### src/rtl/riscv_pkg.sv
// Shared definitions for the RISC-V front end: widths, reset PC, the
// canonical NOP and the {pc, instr} record carried by the fetch buffer.
package riscv_pkg;

  localparam int XLEN = 32;

  localparam logic [XLEN-1:0] RESET_PC = 32'h0000_0000;

  // addi x0, x0, 0
  localparam logic [XLEN-1:0] NOP = 32'h0000_0013;

  typedef struct packed {
    logic [XLEN-1:0] pc;
    logic [XLEN-1:0] instr;
  } fetch_entry_t;

  // Clear the byte offset so an address points at a whole instruction word.
  function automatic logic [XLEN-1:0] align_word(input logic [XLEN-1:0] addr);
    return {addr[XLEN-1:2], 2'b00};
  endfunction

endpackage

### src/rtl/fetch_fifo.sv
// Small synchronous FIFO for fetched instructions. Push, pop and flush are
// resolved in one cycle; the head entry is read straight from the storage
// registers, so it appears the cycle after it was pushed and never depends
// combinationally on this cycle's push inputs.
module fetch_fifo #(
  parameter int WIDTH = 64,
  parameter int DEPTH = 4
) (
  input  logic                     clk,
  input  logic                     reset,
  input  logic                     push,
  input  logic [WIDTH-1:0]         push_data,
  input  logic                     pop,
  input  logic                     flush,
  output logic                     head_valid,
  output logic [WIDTH-1:0]         head_data,
  output logic [$clog2(DEPTH):0]   count
);

  localparam int AW = $clog2(DEPTH);
  localparam logic [AW:0] FULL_COUNT = (AW+1)'(DEPTH);

  logic [WIDTH-1:0] mem_q [DEPTH];
  logic [AW-1:0]    rd_ptr_q, rd_ptr_d;
  logic [AW-1:0]    wr_ptr_q, wr_ptr_d;
  logic [AW:0]      count_q, count_d;
  logic             do_push, do_pop;

  // Qualify requests and compute the next pointers and occupancy.
  always_comb begin
    do_pop   = pop & (count_q != '0) & ~flush;
    // A push into a full buffer is only accepted when the head leaves together.
    do_push  = push & ~flush & ((count_q != FULL_COUNT) | do_pop);
    rd_ptr_d = rd_ptr_q;
    wr_ptr_d = wr_ptr_q;
    count_d  = count_q;
    if (flush) begin
      rd_ptr_d = '0;
      wr_ptr_d = '0;
      count_d  = '0;
    end else begin
      if (do_pop) begin
        rd_ptr_d = rd_ptr_q + AW'(1);
      end
      if (do_push) begin
        wr_ptr_d = wr_ptr_q + AW'(1);
      end
      count_d = count_q + (AW+1)'(do_push) - (AW+1)'(do_pop);
    end
  end

  // Pointer and occupancy registers.
  always_ff @(posedge clk or posedge reset) begin
    if (reset) begin
      rd_ptr_q <= '0;
      wr_ptr_q <= '0;
      count_q  <= '0;
    end else begin
      rd_ptr_q <= rd_ptr_d;
      wr_ptr_q <= wr_ptr_d;
      count_q  <= count_d;
    end
  end

  // Entry storage; contents are meaningless while count is zero, so no reset.
  always_ff @(posedge clk) begin
    if (do_push) begin
      mem_q[wr_ptr_q] <= push_data;
    end
  end

  assign head_valid = (count_q != '0);
  assign head_data  = mem_q[rd_ptr_q];
  assign count      = count_q;

  // The credit scheme upstream must never push into a full buffer on its own.
  a_no_overflow: assert property (@(posedge clk) disable iff (reset)
    (push & ~flush) |-> ((count_q != FULL_COUNT) | pop));

endmodule

### src/rtl/fetch_unit.sv
// Instruction fetch stage. Keeps the fetch PC, issues word-aligned requests
// to instruction memory, buffers returned words with their PCs and hands
// them to decode. A taken branch flushes the buffer, restarts fetch at the
// target and arranges for the wrong-path responses still in flight to be
// thrown away as they arrive.
module fetch_unit
  import riscv_pkg::*;
#(
  parameter int              XLEN       = riscv_pkg::XLEN,
  parameter logic [XLEN-1:0] RESET_PC   = riscv_pkg::RESET_PC,
  parameter int              FIFO_DEPTH = 4
) (
  input  logic            clk,
  input  logic            reset,
  output logic            imem_req_valid,
  input  logic            imem_req_ready,
  output logic [XLEN-1:0] imem_req_addr,
  input  logic            imem_rsp_valid,
  input  logic [XLEN-1:0] imem_rsp_data,
  output logic            instr_valid,
  input  logic            instr_ready,
  output logic [XLEN-1:0] instr,
  output logic [XLEN-1:0] instr_pc,
  input  logic            pc_src,
  input  logic [XLEN-1:0] pc_target
);

  localparam int CW = $clog2(FIFO_DEPTH) + 1;
  localparam int EW = 2 * XLEN;
  localparam logic [XLEN-1:0] WORD_MASK = ~XLEN'(3);
  localparam logic [XLEN-1:0] START_PC  = RESET_PC & WORD_MASK;

  logic [XLEN-1:0] fetch_pc_q, fetch_pc_d;
  logic [XLEN-1:0] rsp_pc_q, rsp_pc_d;
  logic [CW-1:0]   outstanding_q, outstanding_d;
  logic [CW-1:0]   drop_cnt_q, drop_cnt_d;

  logic [CW-1:0]   fifo_count;
  logic [CW:0]     inflight;
  logic [XLEN-1:0] redirect_pc;
  logic            req_fire;
  logic            keep_rsp;
  logic            pop;
  logic            head_valid;
  logic [EW-1:0]   head_data;
  logic [EW-1:0]   push_data;

  // Branch targets are word addresses; the low two bits are simply masked.
  assign redirect_pc = pc_target & WORD_MASK;

  // Requests in flight plus buffered entries may never exceed the buffer
  // size, so every response is guaranteed a slot. Only registered counts
  // feed this, keeping decode's ready off the request path.
  assign inflight       = {1'b0, outstanding_q} + {1'b0, fifo_count};
  assign imem_req_valid = ~reset & ~pc_src & (inflight < (CW+1)'(FIFO_DEPTH));
  assign imem_req_addr  = fetch_pc_q;
  assign req_fire       = imem_req_valid & imem_req_ready;

  // A response is kept only when nothing is pending discard and no redirect
  // is happening in the same cycle.
  assign keep_rsp  = imem_rsp_valid & ~pc_src & (drop_cnt_q == '0);
  assign push_data = {rsp_pc_q, imem_rsp_data};
  assign pop       = head_valid & instr_ready;

  assign instr_valid = head_valid;
  assign instr       = head_valid ? head_data[XLEN-1:0]  : '0;
  assign instr_pc    = head_valid ? head_data[EW-1:XLEN] : '0;

  fetch_fifo #(
    .WIDTH (EW),
    .DEPTH (FIFO_DEPTH)
  ) u_fifo (
    .clk        (clk),
    .reset      (reset),
    .push       (keep_rsp),
    .push_data  (push_data),
    .pop        (pop),
    .flush      (pc_src),
    .head_valid (head_valid),
    .head_data  (head_data),
    .count      (fifo_count)
  );

  // Next-state for the fetch/response PCs and the in-flight bookkeeping.
  always_comb begin
    fetch_pc_d    = fetch_pc_q;
    rsp_pc_d      = rsp_pc_q;
    drop_cnt_d    = drop_cnt_q;
    outstanding_d = outstanding_q + CW'(req_fire) - CW'(imem_rsp_valid);
    if (pc_src) begin
      // Everything still owed after this cycle belongs to the wrong path.
      fetch_pc_d = redirect_pc;
      rsp_pc_d   = redirect_pc;
      drop_cnt_d = outstanding_q - CW'(imem_rsp_valid);
    end else begin
      if (req_fire) begin
        fetch_pc_d = fetch_pc_q + XLEN'(4);
      end
      if (keep_rsp) begin
        rsp_pc_d = rsp_pc_q + XLEN'(4);
      end
      if (imem_rsp_valid && (drop_cnt_q != '0)) begin
        drop_cnt_d = drop_cnt_q - CW'(1);
      end
    end
  end

  // State registers.
  always_ff @(posedge clk or posedge reset) begin
    if (reset) begin
      fetch_pc_q    <= START_PC;
      rsp_pc_q      <= START_PC;
      outstanding_q <= '0;
      drop_cnt_q    <= '0;
    end else begin
      fetch_pc_q    <= fetch_pc_d;
      rsp_pc_q      <= rsp_pc_d;
      outstanding_q <= outstanding_d;
      drop_cnt_q    <= drop_cnt_d;
    end
  end

  // Interface sanity: a redirect always coincides with consuming the head,
  // memory never answers more than was asked, and addresses stay aligned.
  a_redirect_on_pop: assert property (@(posedge clk) disable iff (reset)
    pc_src |-> pop);
  a_no_extra_rsp: assert property (@(posedge clk) disable iff (reset)
    imem_rsp_valid |-> (outstanding_q != '0));
  a_addr_aligned: assert property (@(posedge clk) disable iff (reset)
    imem_req_valid |-> (imem_req_addr[1:0] == 2'b00));

endmodule

### config.mk
export PLATFORM = sky130hd
export DESIGN_NAME = fetch_unit
export DESIGN_NICKNAME = d
export VERILOG_FILES = /design/src/rtl/riscv_pkg.sv /design/src/rtl/fetch_fifo.sv /design/src/rtl/fetch_unit.sv
export SDC_FILE = /design/constraint.sdc
export NUM_CORES = 1
export LEC_CHECK = 0
export CORE_ASPECT_RATIO = 0.6
export CORE_MARGIN = 1.5
export CORE_UTILIZATION = 43
export DETAILED_ROUTE_END_ITERATION = 7
export GPL_TIMING_DRIVEN = 0
export PLACE_DENSITY = 0.71
export SLEW_MARGIN = 20
export SYNTH_ARGS = -nofsm -noshare
export SYNTH_HDL_FRONTEND = slang
export SYNTH_SLANG_ARGS = --single-unit
### constraint.sdc
create_clock -name clk -period 6.7 [get_ports clk]
set_input_delay 1.005 -clock clk [delete_from_list [all_inputs] [get_ports clk]]
set_output_delay 1.005 -clock clk [all_outputs]
set_load 0.01 [all_outputs]
==> out/qor.yml, run 1 <==
status: "complete, no violations"
syn_area_per_cell_um2: 16.44
ys_types: 48
post_cts_resized: 0
wire_per_inst_um: 21.31
syn_inst: 830
fin_util_pct: 54.30
core_um2: 31220
cp-start-kind: "flip-flop"
p_leak_nw: 5.743
routed_wl_um: 31330
final_common_cell: "edfxtp_1"
clk_latency_ns: 0.56
vdd_drop_max_uv: 206.8
vias_per_cell: 5.453
drt-initial-drc-count: 639
finalWeightedCongestion: 0.8621
hpwl_um: 21550
end_kind: "output pin"
tightest_slew_ns: 1.051
rows: 50
relSlewSlack_pct: 29.35
num_vias: 8016
synth_flop_cell: "edfxtp_1"
grt_use_total_pct: 19.62
grt_antenna_before_repair: 0
clock_path_buffers: 3
cts_setup_buffers: 0
clock_skew_ns: 0.009220
setup_viol: 0
ys_warn_count: 0
async_flop_share_pct: 22.74
hold_viol: 0
finalCriticalPeriod_ns: 4.195
grt_max_degree: 52
ant_nets: 0
grt_pass1_vias: 8217
top_level_ports: 168
period_share_pct: 62.61
layout-drive-gt1-share_pct: 16.60
fillers: 2526
num_antenna_cells: 0
numCtsBuffers: 30
setup_tns_ns: 0
drv_cap: 0
hp-class: "reg -> reg"
io_buffers: 160
ctsRootBufferMaster: "clkbuf_16"
rsz0062_at_grt: "no"
layout_common_cells: "edfxtp_1 (248), clkdlybuf4s50_1 (160), dfrtp_1 (73)"
cp.arrival_ns: 3.19
powerDensity_nw_per_um2: 337.5
die_x_um: 233.0
start_util_pct: 43.70
crit_fanout: 10
gr-total-overflow: 0
timing.final.ws_setup_ns: 2.505
dieHeight_um: 141.0
drc: 0
die_area_um2: 32840
finalNetCount: 1118
crit_required_ns: 5.69
cts_hold_buf: 0
htreeDepth: 1
fmax_mhz: 238.4
pre_cts_ws_ns: 2.614
syn_area_um2: 13640
criticalPathCategory: "reg -> out"
cts_tree: "built"
clock-sinks: 321
clk_pin_slew_ns: 0.06
ys_ff_latch: 321
syn_to_final_growth_pct: 24.24
synth-seq-area-share_pct: 67.98
drtPass1Iterations: 5
maxSlewViolCount: 0
synth-edff-count: 248
grt_pass1_wl_um: 48610
[cells in the mapped netlist (2+ instances only)]
cell type	count	area share (%)
nor4_2	2	0.18
nand4_1	17	0.78
clkbuf_1	26	0.72
buf_2	7	0.26
mux4_2	62	10
a21boi_0	5	0.28
o21ai_0	22	0.81
a22oi_1	3	0.17
a31oi_1	3	0.14
buf_1	2	0.055
o211ai_1	6	0.33
nor4_4	3	0.47
fa_1	2	0.29
nand2b_1	3	0.14
nor2_1	18	0.50
nand2_1	44	1.2
mux2i_1	2	0.15
dfrtp_1	73	13
nand3_1	42	1.5
o311ai_0	4	0.26
or4_1	8	0.44
nor3_1	3	0.11
ha_1	16	1.5
nor4_1	4	0.18
xnor2_1	30	1.9
nor2b_1	2	0.092
nand4_2	2	0.18
inv_2	2	0.055
mux2_2	26	2.1
edfxtp_1	248	55
inv_1	16	0.44
and4_1	7	0.45
and2_1	68	3.1
buf_4	4	0.22
xor2_1	22	1.4
a21oi_1	4	0.15
and3_1	11	0.50
[logic make-up after synthesis]
group	Yosys count	share of synthesized area, %
DFF	321	67.98
and+or+nand+nor	241	10.32
buffers and inverters	57	1.742
xor gates and xnor gates	52	3.338
muxes	90	12.53
AOI/OAI and AO/OA	50	2.311
adders and majority gates	18	1.761
other	1	0.02749
[where the power goes]
| group | internal (mW) | switching (mW) | total [mW] |
|---|---|---|---|
| logic | 0.813 | 0.714 | 1.53 |
| clock network | 1.04 | 0.756 | 1.80 |
| registers | 2.28 | 0.120 | 2.40 |
| total | 4.13 | 1.59 | 5.72 |
[state kept, by name, summed over array words and instances, names as in the netlist]
register and cells:
imem_req_addr 30, u_fifo.rd_ptr_q 2, rsp_pc_q 30, drop_cnt_q 3, u_fifo.wr_ptr_q 2, outstanding_q 3
u_fifo.mem_q 248, u_fifo.count 3
[worst max-delay path, stage by stage (launching register included)]
cell and delay [ns]:
dfrtp_1 0.32, clkbuf_1 0.55, buf_2 0.49, mux4_2 0.57, and2_1 0.17, clkdlybuf4s50_1 0.53
[path summary, 6_finish.rpt]
kind	from	endpoint	slack [ns]	cells after the start
max	u_fifo.rd_ptr_q[0]	instr_pc[22]	2.50	5
min	u_fifo.wr_ptr_q[0]	u_fifo.wr_ptr_q[0]	0.54	1
max reg2reg	outstanding_q[2]	outstanding_q[2]	3.26	12
min reg2reg	u_fifo.wr_ptr_q[0]	u_fifo.wr_ptr_q[0]	0.54	1
max in group asynchronous	reset	rsp_pc_q[14]	5.33	3
min in group asynchronous	reset	rsp_pc_q[30]	0.81	2
[cell type report]
class	instances	area (um2)	area share [%]
well taps	416	520.5	3.071
plain buffers	39	170.2	1.004
multi-input cells	455	4153	24.50
repair buffers	165	1709	10.08
clock inverters	17	176.4	1.041
inverters	18	70.07	0.4134
clock buffers	39	877.1	5.175
flip-flops and latches	321	9274	54.71
[metal layers]
metal	track usage (%)	routed length [um]
met5	0	0
met4	3.430	471
met3	4.875	2140
met2	28.15	13520
met1	30.49	15200
[stage by stage]
| step | instances | instance area [um2] | hold slack (ns) | total power [mW] |
|---|---|---|---|---|
| floorplan | 833 | 13650 | 0.4817 | 3.264 |
| global placement | 1409 | 15780 | 0.5365 | 3.971 |
| detailed placement | 1414 | 15900 | 0.5422 | 3.994 |
| CTS | 1470 | 16950 | 0.5499 | 5.790 |
| global route | 1470 | 16950 | 0.5915 | 5.995 |
| finish | 1470 | 16950 | 0.5427 | 5.721 |
Power figures use the tool's default switching activity.
==> run 2, diff against run 1 <==
Settings changed: PLACE_DENSITY 0.71 to 0.74.
Clock period 6.7 ns to 3.6 ns, I/O delays scaled along.
==> run 2 against run 1 <==
Compared with the run above: clock skew grew 0.0016 ns; hold slack got worse by 0.21 ns; global-route usage shrank 0.37 points; first-iteration DRC count grew 8.6%; via count increased by 0.27%; die area is the same; critical path depth increased by 7; largest cell class unchanged; clock power is 75% higher; combinational power grew 83%; sequential share of layout area is 0.26 points higher; design area down 0.46%.
==> out/qor.yml, run 2 (same netlist as run 1, synthesis figures left out) <==
status: "complete, no violations"  # unchanged
setup_tns_ns: 0  # unchanged
ctsRootBufferMaster: "clkbuf_16"  # unchanged
clock_path_buffers: 3  # unchanged
grt_max_degree: 56  # was 52
numCtsBuffers: 30  # unchanged
post_cts_resized: 3  # was 0
total_power_mw: 10.45  # was 5.721 mW
setup_viol: 0  # unchanged
finalWeightedCongestion: 0.8911  # was 0.8621
p_leak_nw: 5.726  # was 5.743 nW
layout_common_cells: "edfxtp_1 (248), clkdlybuf4s50_1 (160), dfrtp_1 (72)"  # was edfxtp_1 (248), clkdlybuf4s50_1 (160), dfrtp_1 (73)
die_x_um: 233.0  # unchanged
powerDensity_nw_per_um2: 619.4  # was 337.5 nW/um2
dieHeight_um: 141.0  # unchanged
period_share_pct: 97.08
maxSlewViolCount: 0  # unchanged
drv_cap: 0  # unchanged
hp-class: "in -> async"  # was reg -> reg
cp-start-kind: "flip-flop"  # unchanged
die_area_um2: 32840  # unchanged
tightest_slew_ns: 1.035  # was 1.051 ns
criticalPathCategory: "reg -> reg"  # was reg -> out
path_cells: "ha_1 -> nor4_1 -> and4_1 -> inv_2 -> clkbuf_1 -> ha_1 -> inv_1 -> ha_1 -> inv_1 -> fa_1 -> xnor2_1 -> xnor2_1"  # was clkbuf_1 -> buf_2 -> mux4_2 -> and2_1 -> clkdlybuf4s50_1
routed_wl_um: 31070  # was 31330 um
clock_skew_ns: 0.01077  # was 0.009220 ns
grt_pass1_wl_um: 47670  # was 48610 um
htreeDepth: 1  # unchanged
hold_viol: 0  # unchanged
top_register: "u_fifo.mem_q"  # unchanged
vias_per_cell: 5.479  # was 5.453
top_level_ports: 168  # unchanged
cp.arrival_ns: 3.97  # was 3.19 ns
crit_fanout: 10  # unchanged
io_buffers: 160  # unchanged
finalCriticalPeriod_ns: 3.495
clk_pin_slew_ns: 0.07  # was 0.06 ns
finalNetCount: 1115  # was 1118
clk_latency_ns: 0.55  # was 0.56 ns
rows: 50  # unchanged
rsz0062_at_grt: "no"  # unchanged
slowest_stage: "nor4_1"  # was mux4_2
ant_nets: 0  # unchanged
cts_setup_buffers: 0  # unchanged
hpwl_um: 21580  # was 21550 um
place_inst: 1414  # unchanged
crit_top_cell: "ha_1"
final_common_cell: "edfxtp_1"  # unchanged
drtPass1Iterations: 5  # unchanged
gr-total-overflow: 0  # unchanged
cts_hold_buf: 0  # unchanged
timing.final.ws_setup_ns: 0.1050  # was 2.505 ns
grt_pass1_vias: 7998  # was 8217
grt_use_total_pct: 19.26  # was 19.62%
fin_area_um2: 16870  # was 16950 um2
end_kind: "flip-flop"  # was output pin
num_vias: 8038  # was 8016
layout-drive-gt1-share_pct: 16.18  # was 16.60%
vdd_drop_max_uv: 357.1  # was 206.8 uV
syn_to_final_growth_pct: 23.66  # was 24.24%
pre_cts_ws_ns: -0.1054  # was 2.614 ns
instances_no_fill: 1467  # was 1470
relSlewSlack_pct: 30.45  # was 29.35%
dpl_cell_area_um2: 15900  # unchanged
drc: 0  # unchanged
core_um2: 31220  # unchanged
wire_per_inst_um: 21.18  # was 21.31 um
cts_tree: "built"  # unchanged
crit_required_ns: 4.08  # was 5.69 ns
crit_path_max_incr_delay_ns: 0.45  # was 0.57 ns
start_util_pct: 43.70  # unchanged
num_antenna_cells: 0  # unchanged
drt-initial-drc-count: 694  # was 639
clock-sinks: 321  # unchanged
grt_antenna_before_repair: 0  # unchanged
largest_register_ff_count: 248  # unchanged
fmax_mhz: 286.1
-- run 2: layout make-up --
class	count	area, um2
buffer	36	163.9
clock buffer	41	833.3
clock inverter	15	146.4
fill	2509	14350
inverter	18	70.07
multi-input combinational	455	4153
sequential	321	9275
tap	416	520.5
timing repair buffer	165	1709
-- run 2: metal layers --
metal	global-route usage (%)	share of wire, %	up-vias
li1	-	-	3588
met1	30.46	48	4127
met2	27.68	44	279
met3	4.005	7.1	44
met4	3.226	1.5	0
met5	0	0	-
-- run 2: where the power goes --
| group | switching [mW] | leakage [nW] | internal (mW) | total, mW |
|---|---|---|---|---|
| clock | 1.32 | 0.477 | 1.83 | 3.15 |
| combinational | 1.30 | 2.14 | 1.51 | 2.80 |
| sequential | 0.256 | 3.11 | 4.24 | 4.50 |
-- run 2: metrics by stage --
step	hold slack, ns	utilization [%]
after floorplan	0.4817	-
after global placement	0.5416	50.54
after detailed placement	0.5516	50.92
after CTS	0.3077	54.04
after global routing	0.3246	54.04
final	0.3327	54.04
-- run 2: critical path: cells and delay by family (launching register included) --
family | cells | cell delay [ns]
DFF | 1 | 0.42
xor gates and xnor gates | 2 | 0.32
buffers and inverters | 4 | 0.62
adders and majority gates | 4 | 1.20
and+or+nand+nor | 2 | 0.85
-- run 2: worst paths after layout --
check,startpoint,end,slack [ns],cells past startpoint
max reg2reg,outstanding_q[2],outstanding_q[2],0.11,12
min reg2reg,u_fifo.wr_ptr_q[0],u_fifo.wr_ptr_q[0],0.55,1
max in group asynchronous,reset,rsp_pc_q[15],2.69,3
min in group clk,pc_src,imem_req_addr[21],0.54,3
max,outstanding_q[2],outstanding_q[2],0.11,12
min,reset,imem_req_addr[29],0.33,2
==> run 3, diff against run 2 <==
Settings changed: ABC_CLOCK_PERIOD_IN_PS set to 3600.
==> results of run 3 <==
The final DEF is identical to that of run 2; final timing and power are the same.
